File: config.mk
export PLATFORM = sky130hd
export DESIGN_NAME = ifc_bit_collector
export DESIGN_NICKNAME = d
export VERILOG_FILES = /design/src/rtl/ifc_pkg.sv /design/src/rtl/ifc_word_fifo.sv /design/src/rtl/ifc_bit_collector.sv
export SDC_FILE = /design/constraint.sdc
export NUM_CORES = 1
export LEC_CHECK = 0
export CAP_MARGIN = 20
export CORE_ASPECT_RATIO = 2
export CORE_MARGIN = 1.5
export CORE_UTILIZATION = 35
export DETAILED_ROUTE_END_ITERATION = 10
export PLACE_DENSITY = 0.6
export SLEW_MARGIN = 20
export SYNTH_ARGS = -nofsm -noshare
export SYNTH_HDL_FRONTEND = slang
export SYNTH_SLANG_ARGS = --single-unit
File: constraint.sdc
create_clock -name CLK -period 3.9 [get_ports CLK]
set_clock_uncertainty 0.15 [all_clocks]
set_input_delay 0.78 -clock CLK [delete_from_list [all_inputs] [get_ports CLK]]
set_output_delay 0.78 -clock CLK [all_outputs]
set_load 0.005 [all_outputs]
File: src/rtl/ifc_pkg.sv
// Shared helpers and types for the ifc_* method-handshake blocks.
package ifc_pkg;

    function automatic int unsigned clog2_min1(input int unsigned n);
        return (n <= 2) ? 1 : $clog2(n);
    endfunction

    // Kept flat on ports so wrappers can reach each signal directly.
    typedef struct packed {
        logic en;
        logic rdy;
        logic data;
    } method_bit_t;

endpackage

File: src/rtl/ifc_word_fifo.sv
// Small word FIFO with extra-MSB pointers; head is read straight from registered storage.
module ifc_word_fifo
    import ifc_pkg::*;
#(
    parameter int unsigned WIDTH = 8,
    parameter int unsigned DEPTH = 2
) (
    input  logic             CLK,
    input  logic             RST_N,
    input  logic             enq_en,
    input  logic [WIDTH-1:0] enq_data,
    input  logic             deq_en,
    output logic             full,
    output logic             empty,
    output logic [WIDTH-1:0] head
);

    localparam int unsigned AW = clog2_min1(DEPTH);

    logic [AW:0]      wr_ptr;
    logic [AW:0]      rd_ptr;
    logic [WIDTH-1:0] mem [DEPTH];
    logic             do_enq;
    logic             do_deq;

    always_comb begin
        empty  = (wr_ptr == rd_ptr);
        full   = (wr_ptr[AW] != rd_ptr[AW]) && (wr_ptr[AW-1:0] == rd_ptr[AW-1:0]);
        do_deq = deq_en && !empty;
        // A write into a full FIFO is allowed when the head leaves on the same edge.
        do_enq = enq_en && (!full || do_deq);
        head   = mem[rd_ptr[AW-1:0]];
    end

    always_ff @(posedge CLK or negedge RST_N) begin
        if (!RST_N) begin
            wr_ptr <= '0;
            rd_ptr <= '0;
            for (int unsigned i = 0; i < DEPTH; i++) begin
                mem[i] <= '0;
            end
        end else begin
            if (do_enq) begin
                mem[wr_ptr[AW-1:0]] <= enq_data;
                wr_ptr              <= wr_ptr + 1'b1;
            end
            if (do_deq) begin
                rd_ptr <= rd_ptr + 1'b1;
            end
        end
    end

endmodule

File: src/rtl/ifc_bit_collector.sv
// Pulls single bits from the upstream get-method, packs them LSB-first into words
// and offers completed words through a FIFO-backed get-method.
module ifc_bit_collector
    import ifc_pkg::*;
#(
    parameter int unsigned WIDTH = 8,
    parameter int unsigned DEPTH = 2,
    parameter int unsigned CNT_W = 16
) (
    input  logic                     CLK,
    input  logic                     RST_N,
    input  logic                     in_rdy,
    input  logic                     in_data,
    output logic                     in_en,
    input  logic                     out_en,
    output logic                     out_rdy,
    output logic [WIDTH-1:0]         out_data,
    output logic [$clog2(WIDTH)-1:0] bit_cnt,
    output logic [CNT_W-1:0]         word_cnt
);

    localparam int unsigned BW = $clog2(WIDTH);

    logic [WIDTH-2:0] shift;
    logic             last;
    logic             full;
    logic             empty;
    logic             full_eff;
    logic             enq_en;
    logic [WIDTH-1:0] enq_data;

    always_comb begin
        out_rdy  = !empty;
        last     = (bit_cnt == BW'(WIDTH - 1));
        full_eff = full && !(out_en && out_rdy);
        in_en    = in_rdy && !(last && full_eff);
        enq_en   = in_en && last;
        // The final bit goes straight into the word, so the top shift bit never needs storing.
        enq_data = {in_data, shift};
    end

    always_ff @(posedge CLK or negedge RST_N) begin
        if (!RST_N) begin
            shift    <= '0;
            bit_cnt  <= '0;
            word_cnt <= '0;
        end else if (in_en) begin
            if (last) begin
                bit_cnt  <= '0;
                word_cnt <= word_cnt + 1'b1;
            end else begin
                bit_cnt <= bit_cnt + 1'b1;
                for (int unsigned i = 0; i < WIDTH - 1; i++) begin
                    if (bit_cnt == BW'(i)) begin
                        shift[i] <= in_data;
                    end
                end
            end
        end
    end

    ifc_word_fifo #(
        .WIDTH (WIDTH),
        .DEPTH (DEPTH)
    ) u_fifo (
        .CLK      (CLK),
        .RST_N    (RST_N),
        .enq_en   (enq_en),
        .enq_data (enq_data),
        .deq_en   (out_en),
        .full     (full),
        .empty    (empty),
        .head     (out_data)
    );

endmodule
==> run metrics, run 1 <==
outcome finished clean; die height 114 um; average size of a mapped cell approximately 13 um2; setup TNS 0 ns; Worst R2R Start bit_cnt[0]; DP Area ~2500 um2; WL final about 4000 um; met2 usage a little under a quarter; commonest non-fill, non-tap cells in the layout dfrtp_1 (46), clkdlybuf4s50_1 (32), mux2_2 (25); most common cell after layout, fill and taps aside dfrtp_1; maximum clock rate 291 MHz; sequential share of the synthesized area 53.5%; drt via density approximately 5; Resized Gates After CTS 0; setup bufs post-CTS 0; max-cap violations 0; CTS tree yes; Area contributors post-synth dfrtp_1 (53%), mux2_2 (13%), xnor2_1 (6.1%); Area growth syn-to-layout 26.2%; Yosys reg bits between 40 and 50; core area 5960 um2; mapped cell area 2150 um2; met1 Track Usage GR ~17%; CP max FO 3; clk slew on worst S/H paths roughly 0.060 ns; Final ANT Viol Nets 0; Worst VDD drop between 0.2 and 0.3 mV; reg2reg path depth 6; # port buffers 33; Die Span X 58.4 um; hold endpoint word_cnt[15]; R2R Setup Slk approximately 1.5 ns; share of post-route cells with drive strength above 1 22.4%; H-tree levels 2; RSZ-0062 raised after global routing false; worst hold start word_cnt[15]; startpoint types primary input; GRT busiest layer met2; Tmin final 3.43 ns; worst setup path startpoint out_en; clock buffer count from CTS 5; Mapped Cells approximately 160; pwr dens 735 nW/um2; initial antenna violation count 0; drt pass-1 iters 3; Post-layout nets around 210; total gr overflow 0; post-DP HPWL about 3000 um; Antenna Cells 0; Layout fillers approximately 560; # DRC 0; gp weighted congestion approximately 0.75; clock tree buffer depth 2; CP arrival between 2 and 3 ns; FF-to-FF End u_fifo.mem[3]; area leader, netlist dfrtp_1; Synth top area share a little over half; Clock Root Buffer clkbuf_16; cts hold-fix bufs 0; I/O pin cnt 34; slew margin rel. about three fifths; All-Layer GR Usage ~14%; # rows 40; Synthesized Nets roughly 180; die area around 6700 um2; Crit Path Class primary input to primary output; worst slew pin tran 0.604 ns; HP Class flip-flop to flip-flop; Clock Latency Late Sink about 0.28 ns; vias in the first global route 1421; Clock Sinks 46; crit share post-route between 80% and 90%; pin count of the biggest net entering global routing 47; unique cell type count in the Yosys netlist 27; met3 usage under 10%; Final setup viols 0; final instance area 2720 um2; CP Data Required Time between 2 and 3 ns; fin. max-slew vios 0; starting density of the core a little over a third; routed wire length per instance roughly 15 um; Iteration-0 DRC Markers 12; final hold vios 0; via count of the routed design about 1300; Hold Path Cell Cnt 1; global-route wire length before repair 6980 um; YS warnings 0; crit end category primary output; Leak 0.00119 uW
[layout make-up]
cell class / instances / area (um2) / share of cell area [%]
tap: 63 / 78.8 / 2.90
timing repair buffer: 34 / 335 / 12.4
clock buffer: 6 / 139 / 5.12
multi-input combinational: 110 / 966 / 35.6
clock inverter: 1 / 30.0 / 1.11
sequential: 46 / 1150 / 42.4
inverter: 4 / 15.0 / 0.553
[sequential cells by signal, indices dropped and copies added, names as in the netlist]
signal / flops
u_fifo.mem: 16
word_cnt: 16
shift: 7
bit_cnt: 3
u_fifo.rd_ptr: 2
u_fifo.wr_ptr: 2
[metal layers]
layer  part of all wire (%)  routed length (um)
met1                     39                1600
met2                     54                2220
met3                    3.4                 140
met4                    2.8                 113
met5                      0                   0
[cell usage after synthesis]
master	count
dfrtp_1	46
ha_1	7
nor3_1	4
and3_1	3
nand2_1	13
nand3_1	8
xor2_1	5
and2_1	3
buf_2	1
buf_1	1
and4_1	2
mux2_4	8
xor2_2	1
nor2_1	2
nor2b_1	1
a31oi_1	1
inv_1	4
mux2i_1	1
o31a_1	1
xnor2_1	15
or3_1	1
nor2_4	1
buf_6	1
nand4_1	5
nand2b_1	2
o31ai_4	1
mux2_2	25
[critical path, cell delays in order]
cell	delay [ns]
clkdlybuf4s50_1	0.44
nand2b_1	0.22
or3_1	0.41
nand2_1	0.15
inv_1	0.06
clkdlybuf4s50_1	0.44
[cells by family (layout without fill, tap and decap cells)]
family	Yosys count	after routing	share of synthesized area, %
buffers and inverters	7	45	1.63
flip-flops	46	46	53.5
AO/OA/AOI/OAI	3	3	1.69
AND/OR/NAND/NOR	45	45	11.1
adder cells (fa/ha/maj)	7	7	4.07
multiplexers	34	34	19.1
XOR/XNOR	21	21	8.90
[stage by stage]
step | power (uW) | setup WS (ns) | hold slack, ns | util [%] | std cells
floorplan | 1220 | 1.44 | 0.312 | - | 163
global placement | 1530 | 0.481 | 0.323 | 42.7 | 257
detailed placement | 1540 | 0.463 | 0.315 | 42.7 | 257
CTS | 2030 | 0.457 | 0.333 | 45.5 | 264
global route | 2140 | 0.386 | 0.344 | 45.6 | 264
finish | 2000 | 0.468 | 0.328 | 45.6 | 264
[where the power goes]
group / switching, uW / internal (uW)
registers: 156 / 649
clock network: 165 / 316
logic: 253 / 457
total: 573 / 1420
[how the worst max path moves through the flow]
stage	depth (start not counted)	end	slack (ns)
3_3_place_gp	6	in_en	0.48
2_1_floorplan	4	in_en	1.44
5_1_grt	6	in_en	0.39
4_1_cts	6	in_en	0.46
3_5_place_dp	6	in_en	0.46
6_report	6	in_en	0.47
No activity file was read; power rests on OpenSTA's default activity.
==> inputs of run 2 (changes only) <==
--- a/config.mk
+++ b/config.mk
@@ -5,13 +5,14 @@
 export SDC_FILE = /design/constraint.sdc
 export NUM_CORES = 1
 export LEC_CHECK = 0
+export ABC_AREA = 1
 export CAP_MARGIN = 20
 export CORE_ASPECT_RATIO = 2
 export CORE_MARGIN = 1.5
 export CORE_UTILIZATION = 35
 export DETAILED_ROUTE_END_ITERATION = 10
-export PLACE_DENSITY = 0.6
-export SLEW_MARGIN = 20
+export PLACE_DENSITY = 0.59
+export SLEW_MARGIN = 5
 export SYNTH_ARGS = -nofsm -noshare
 export SYNTH_HDL_FRONTEND = slang
 export SYNTH_SLANG_ARGS = --single-unit
==> run metrics, run 2 <==
outcome finished clean (unchanged); FF-to-FF End shift[2] (was u_fifo.mem[3]); Die Span X 61.7 um (was 58.4 um); Layout fillers 696 (was 564); crit end category primary output (unchanged); Antenna Cells 0 (unchanged); reg2reg path depth 6 (unchanged); HP Class primary input to asynchronous set/reset pin (was flip-flop to flip-flop); Yosys reg bits 46 (unchanged); fraction of registers with async set/reset 100% (unchanged); commonest non-fill, non-tap cells in the layout nand2_1 (164), dfrtp_1 (46), clkdlybuf4s50_1 (32) (was dfrtp_1 (46), clkdlybuf4s50_1 (32), mux2_2 (25)); Iteration-0 DRC Markers 84 (was 12); sequential share of the synthesized area 47.8% (was 53.5%); worst setup path startpoint out_en (unchanged); count leader, synth nand2_1 (was dfrtp_1); worst slew pin tran 0.465 ns (was 0.604 ns); via count of the routed design 2044 (was 1349); clk slew on worst S/H paths 0.06 ns (about the same); drt pass-1 iters 4 (was 3); final instance area 3000 um2 (was 2720 um2); Switch Pwr 622 uW (was 573 uW); mapped cell area 2410 um2 (was 2150 um2); Mapped Cells 316 (was 163); Largest regs u_fifo.mem (16), word_cnt (16), shift (7) (unchanged); Clock Power Share 25.3% (was 24.1%); Hold Slack 0.222 ns (was 0.328 ns); Synthesized Nets 328 (was 175); setup bufs post-CTS 0 (unchanged); startpoint types primary input (unchanged); cts hold-fix bufs 0 (unchanged); R2R Setup Slk 1.89 ns (was 1.52 ns); # DRC 0 (unchanged); RSZ-0062 raised after global routing false (unchanged); DP Area 2810 um2 (was 2540 um2); unique cell type count in the Yosys netlist 20 (was 27); Post-layout nets 365 (was 213); Flop pwr share 42.3% (was 40.3%); CP Capture Point in_en (unchanged); die height 120 um (was 114 um); vias in the first global route 1951 (was 1421); setup TNS 0 ns (unchanged); Logic pwr share 32.4% (was 35.6%); clock tree buffer depth 2 (unchanged); I/O pin cnt 34 (unchanged); pre-CTS WS 0.744 ns (was 0.463 ns); Worst VDD drop 0.320 mV (was 0.291 mV); top_reg_cell synth dfrtp_1 (unchanged); # port buffers 33 (unchanged); Area growth syn-to-layout 24.5% (was 26.2%); die area 7420 um2 (was 6660 um2); Clock Root Buffer clkbuf_16 (unchanged); register area 1150 um2 (unchanged); Post-synth top cells nand2_1 (164), dfrtp_1 (46), inv_1 (22) (was dfrtp_1 (46), mux2_2 (25), xnor2_1 (15)); H-tree levels 2 (unchanged); Clock Latency Late Sink 0.29 ns (was 0.28 ns); clock buffer count from CTS 5 (unchanged); initial antenna violation count 0 (unchanged); average size of a mapped cell 7.63 um2 (was 13.2 um2); Tmin final 3.15 ns (was 3.43 ns); Final Worst Setup Slack 0.747 ns (was 0.468 ns); maximum clock rate 317 MHz (was 291 MHz); global-route wire length before repair 9270 um (was 6980 um); Clock Sinks 46 (unchanged); routed wire length per instance 12.5 um (was 15.4 um); core area 6620 um2 (was 5960 um2); area leader, netlist dfrtp_1 (unchanged); final hold vios 0 (unchanged); Crit Path Class primary input to primary output (unchanged); Final ANT Viol Nets 0 (unchanged); crit share post-route 80.9% (was 88.0%); Post-synth EDFFs 0 (unchanged); Synth top area share 47.8% (was 53.5%); All-Layer GR Usage 16.9% (was 14.0%); Leak 0.00153 uW (was 0.00119 uW); CP Data Required Time 2.97 ns (about the same); Area contributors post-synth dfrtp_1 (48%), nand2_1 (26%), ha_1 (3.6%) (was dfrtp_1 (53%), mux2_2 (13%), xnor2_1 (6.1%)); CP arrival 2.22 ns (was 2.50 ns); YS warnings 0 (unchanged); pin count of the biggest net entering global routing 47 (unchanged); switch share 33.9% (was 28.7%); gp weighted congestion 0.768 (was 0.745); slew margin rel. 68.9% (was 59.4%); pwr dens 612 nW/um2 (was 735 nW/um2); internal power 1210 uW (was 1420 uW); share of post-route cells with drive strength above 1 5.93% (was 22.4%); starting density of the core 36.4% (was 36.1%); drt via density 4.62 (was 5.11); fin. max-slew vios 0 (unchanged); CP max FO 5 (was 3); total gr overflow 0 (unchanged); # rows 42 (was 40); max-cap violations 0 (unchanged); WL final 5530 um (was 4070 um); Worst R2R Start bit_cnt[0] (unchanged); Multi-input gate area 1130 um2 (was 966 um2); CTS tree yes (unchanged); Final setup viols 0 (unchanged); post-DP HPWL 4100 um (was 3020 um); Resized Gates After CTS 0 (unchanged); most common cell after layout, fill and taps aside nand2_1 (was dfrtp_1)
-- run 2: kinds of logic after synthesis --
kind of cell,after synthesis,synth area share [%]
XOR/XNOR,10,3.63
adder cells (fa/ha/maj),7,3.63
buffers and inverters,29,5.35
flip-flops,46,47.8
AND/OR/NAND/NOR,207,36.1
AO/OA/AOI/OAI,17,3.53
-- run 2: metal layers --
metal  vias to the layer above  global-route usage (%)  wire length (um)
met4                         0                    7.98               155
met5                         -                       0                 0
li1                       1047                       -                 -
met3                        10                    3.85               177
met2                        39                    30.3              3120
met1                       948                    17.2              2080
-- run 2: critical path, cell delays in order --
cell and delay [ns]:
clkdlybuf4s50_1 0.50, inv_1 0.08, nand3_4 0.12, nor2_1 0.05, nor2_1 0.16, clkdlybuf4s50_1 0.53
-- run 2: power by group through the flow --
stage                     registers (uW)  logic [uW]  clock network [uW]
after floorplan                      740         365                   0
after global placement               782         595                   0
after detailed placement             785         604                   0
after CTS                            779         608                 482
after global routing                 800         676                 500
final                                776         595                 465
-- run 2: how the worst min path moves through the flow --
| stage | from | to | cells past startpoint |
|---|---|---|---|
| 5_1_grt | RST_N | u_fifo.rd_ptr[0] | 1 |
| 4_1_cts | u_fifo.mem[9] | u_fifo.mem[9] | 2 |
| 6_report | RST_N | u_fifo.rd_ptr[0] | 1 |
| 2_1_floorplan | u_fifo.mem[4] | u_fifo.mem[4] | 2 |
| 3_5_place_dp | u_fifo.mem[9] | u_fifo.mem[9] | 2 |
| 3_3_place_gp | u_fifo.mem[13] | u_fifo.mem[13] | 2 |
-- run 2: layout make-up --
type	instances	share of cell area, %
Clock buffer	8	5.55
Inverter	24	3.00
Multi-Input combinational cell	241	37.7
Sequential cell	46	38.4
Timing Repair Buffer	35	11.8
Tap cell	88	3.67
-- run 2: through the flow --
stage	utilization [%]	cells	total power (uW)
6_report	45.3	442	1840
5_1_grt	45.3	442	1980
4_1_cts	45.0	441	1870
3_5_place_dp	42.5	433	1390
3_3_place_gp	42.5	433	1380
2_1_floorplan	-	316	1110
==> inputs of run 3 (changes only) <==
--- a/config.mk
+++ b/config.mk
@@ -11,7 +11,7 @@
 export CORE_MARGIN = 1.5
 export CORE_UTILIZATION = 35
 export DETAILED_ROUTE_END_ITERATION = 10
-export PLACE_DENSITY = 0.59
+export PLACE_DENSITY = 0.61
 export SLEW_MARGIN = 5
 export SYNTH_ARGS = -nofsm -noshare
 export SYNTH_HDL_FRONTEND = slang
==> constraint.sdc (replaced) <==
create_clock -name CLK -period 2.8 [get_ports CLK]
set_clock_uncertainty 0.15 [all_clocks]
set_input_delay 0.56 -clock CLK [delete_from_list [all_inputs] [get_ports CLK]]
set_output_delay 0.56 -clock CLK [all_outputs]
set_load 0.005 [all_outputs]
==> run metrics, run 3 (synthesis results as in run 2) <==
clock buffer count from CTS 5 (unchanged); maximum clock rate 372 MHz; final non-filler cell total 445 (was 442); Clock Sinks 46 (unchanged); slew margin rel. 69.8% (was 68.9%); crit share post-route 96.0%; CP Data Required Time 2.09 ns (was 2.97 ns); Final Worst Setup Slack 0.112 ns (was 0.747 ns); # DRC 0 (unchanged); WL final 5460 um (was 5530 um); most common cell after layout, fill and taps aside nand2_1 (unchanged); share of post-route cells with drive strength above 1 7.00% (was 5.93%); Tmin final around 2.7 ns; commonest non-fill, non-tap cells in the layout nand2_1 (164), dfrtp_1 (46), clkdlybuf4s50_1 (32) (unchanged); total gr overflow 0 (unchanged); Worst VDD drop 0.467 mV (was 0.320 mV); clock tree buffer depth 2 (unchanged); R2R Setup Slk 0.75 ns (was 1.89 ns); Final setup viols 0 (unchanged); initial antenna violation count 0 (unchanged); via count of the routed design 2051 (was 2044); Area growth syn-to-layout 24.0% (was 24.5%); worst slew pin tran 0.451 ns (was 0.465 ns); HP Class primary input to asynchronous set/reset pin (unchanged); crit end category primary output (unchanged); Core Util, Final 45.1% (was 45.3%); outcome finished clean (unchanged); Iteration-0 DRC Markers 106 (was 84); placed cells 438 (was 433); Post-layout nets 369 (was 365); # rows 42 (unchanged); starting density of the core 36.4% (unchanged); Clock Latency Late Sink 0.29 ns (about the same); CP arrival 1.98 ns (was 2.22 ns); pin count of the biggest net entering global routing 24 (was 47); CP max FO 5 (unchanged); Die Span X 61.7 um (unchanged); RSZ-0062 raised after global routing false (unchanged); global-route wire length before repair 9190 um (was 9270 um); H-tree levels 2 (unchanged); vias in the first global route 2040 (was 1951); Final ANT Viol Nets 0 (unchanged); setup TNS 0 ns (unchanged); post-DP HPWL 4150 um (was 4100 um); Antenna Cells 0 (unchanged); Hold Slack 0.0115 ns (was 0.222 ns); Leak 0.00153 uW (about the same); pwr dens 832 nW/um2 (was 612 nW/um2); # port buffers 33 (unchanged); Crit Path Class flip-flop to primary output (was primary input to primary output); Clock Root Buffer clkbuf_16 (unchanged); clk slew on worst S/H paths 0.06 ns (about the same); die height 120 um (unchanged); max-cap violations 0 (unchanged); drt via density 4.61 (was 4.62); core area 6620 um2 (unchanged); die area 7420 um2 (unchanged); gp weighted congestion 0.810 (was 0.768); routed wire length per instance 12.3 um (was 12.5 um); startpoint types flip-flop (was primary input); Largest regs u_fifo.mem (16), word_cnt (16), shift (7) (unchanged); fin. max-slew vios 0 (unchanged); All-Layer GR Usage 16.6% (was 16.9%); CTS tree yes (unchanged); final hold vios 0 (unchanged); I/O pin cnt 34 (unchanged); reg2reg path depth 9 (was 6); drt pass-1 iters 4 (unchanged); pre-CTS WS 0.162 ns (was 0.744 ns)
## run 3: changes by cell type in the layout (fill, tap and decap cells not counted), sizes merged
cell	change
clkbuf	-3
buf	+4
clkinv	+2
## run 3: power breakdown
part           switching (uW)  internal [uW]  leakage (uW)
logic                     419            417      0.000855
clock network             245            323     0.0000694
registers                 204            878      0.000607
total                     869           1620       0.00153
## run 3: worst paths after layout
| check | from | to |
|---|---|---|
| max | bit_cnt[0] | in_en |
| min | RST_N | word_cnt[3] |
| max reg2reg | u_fifo.rd_ptr[0] | word_cnt[11] |
| min reg2reg | u_fifo.mem[3] | u_fifo.mem[3] |
| max in group asynchronous | RST_N | word_cnt[8] |
| min in group CLK | u_fifo.mem[3] | u_fifo.mem[3] |
## run 3: final cells by class
type	instances	area (um2)
fill	704	3630
multi-input combinational	241	1130
sequential	46	1150
clock inverter	2	10.0
inverter	24	90.1
tap	88	110
clock buffer	5	125
timing repair buffer	39	370
## run 3: metrics by stage
step           cell area (um2)  total power, uW
3_3_place_gp              2850             1920
4_1_cts                   2990             2530
3_5_place_dp              2850             1950
6_report                  2990             2490
2_1_floorplan             2410             1540
5_1_grt                   2990             2680
## run 3: repair_timing
item,4_1_cts,5_1_grt
hold buffers,0,0
endpoints found under the hold margin,0,0
buffers inserted,0,0
resized for setup,0,1
endpoints found under the setup margin,0,1
## run 3: routing by layer
layer	share of wire (%)	wire length [um]	up-vias	track usage, %
li1	-	-	1048	-
met1	38	2050	939	16.7
met2	56	3030	46	29.7
met3	3.3	181	18	4.17
met4	3.5	191	0	7.85
met5	0	0	-	0
## run 3: worst max-delay path: stages, from the launching register on
cell and delay [ns]:
dfrtp_1 0.43, ha_1 0.25, ha_2 0.23, inv_1 0.07, nor2_1 0.04, nor2_1 0.14
clkdlybuf4s50_1 0.53
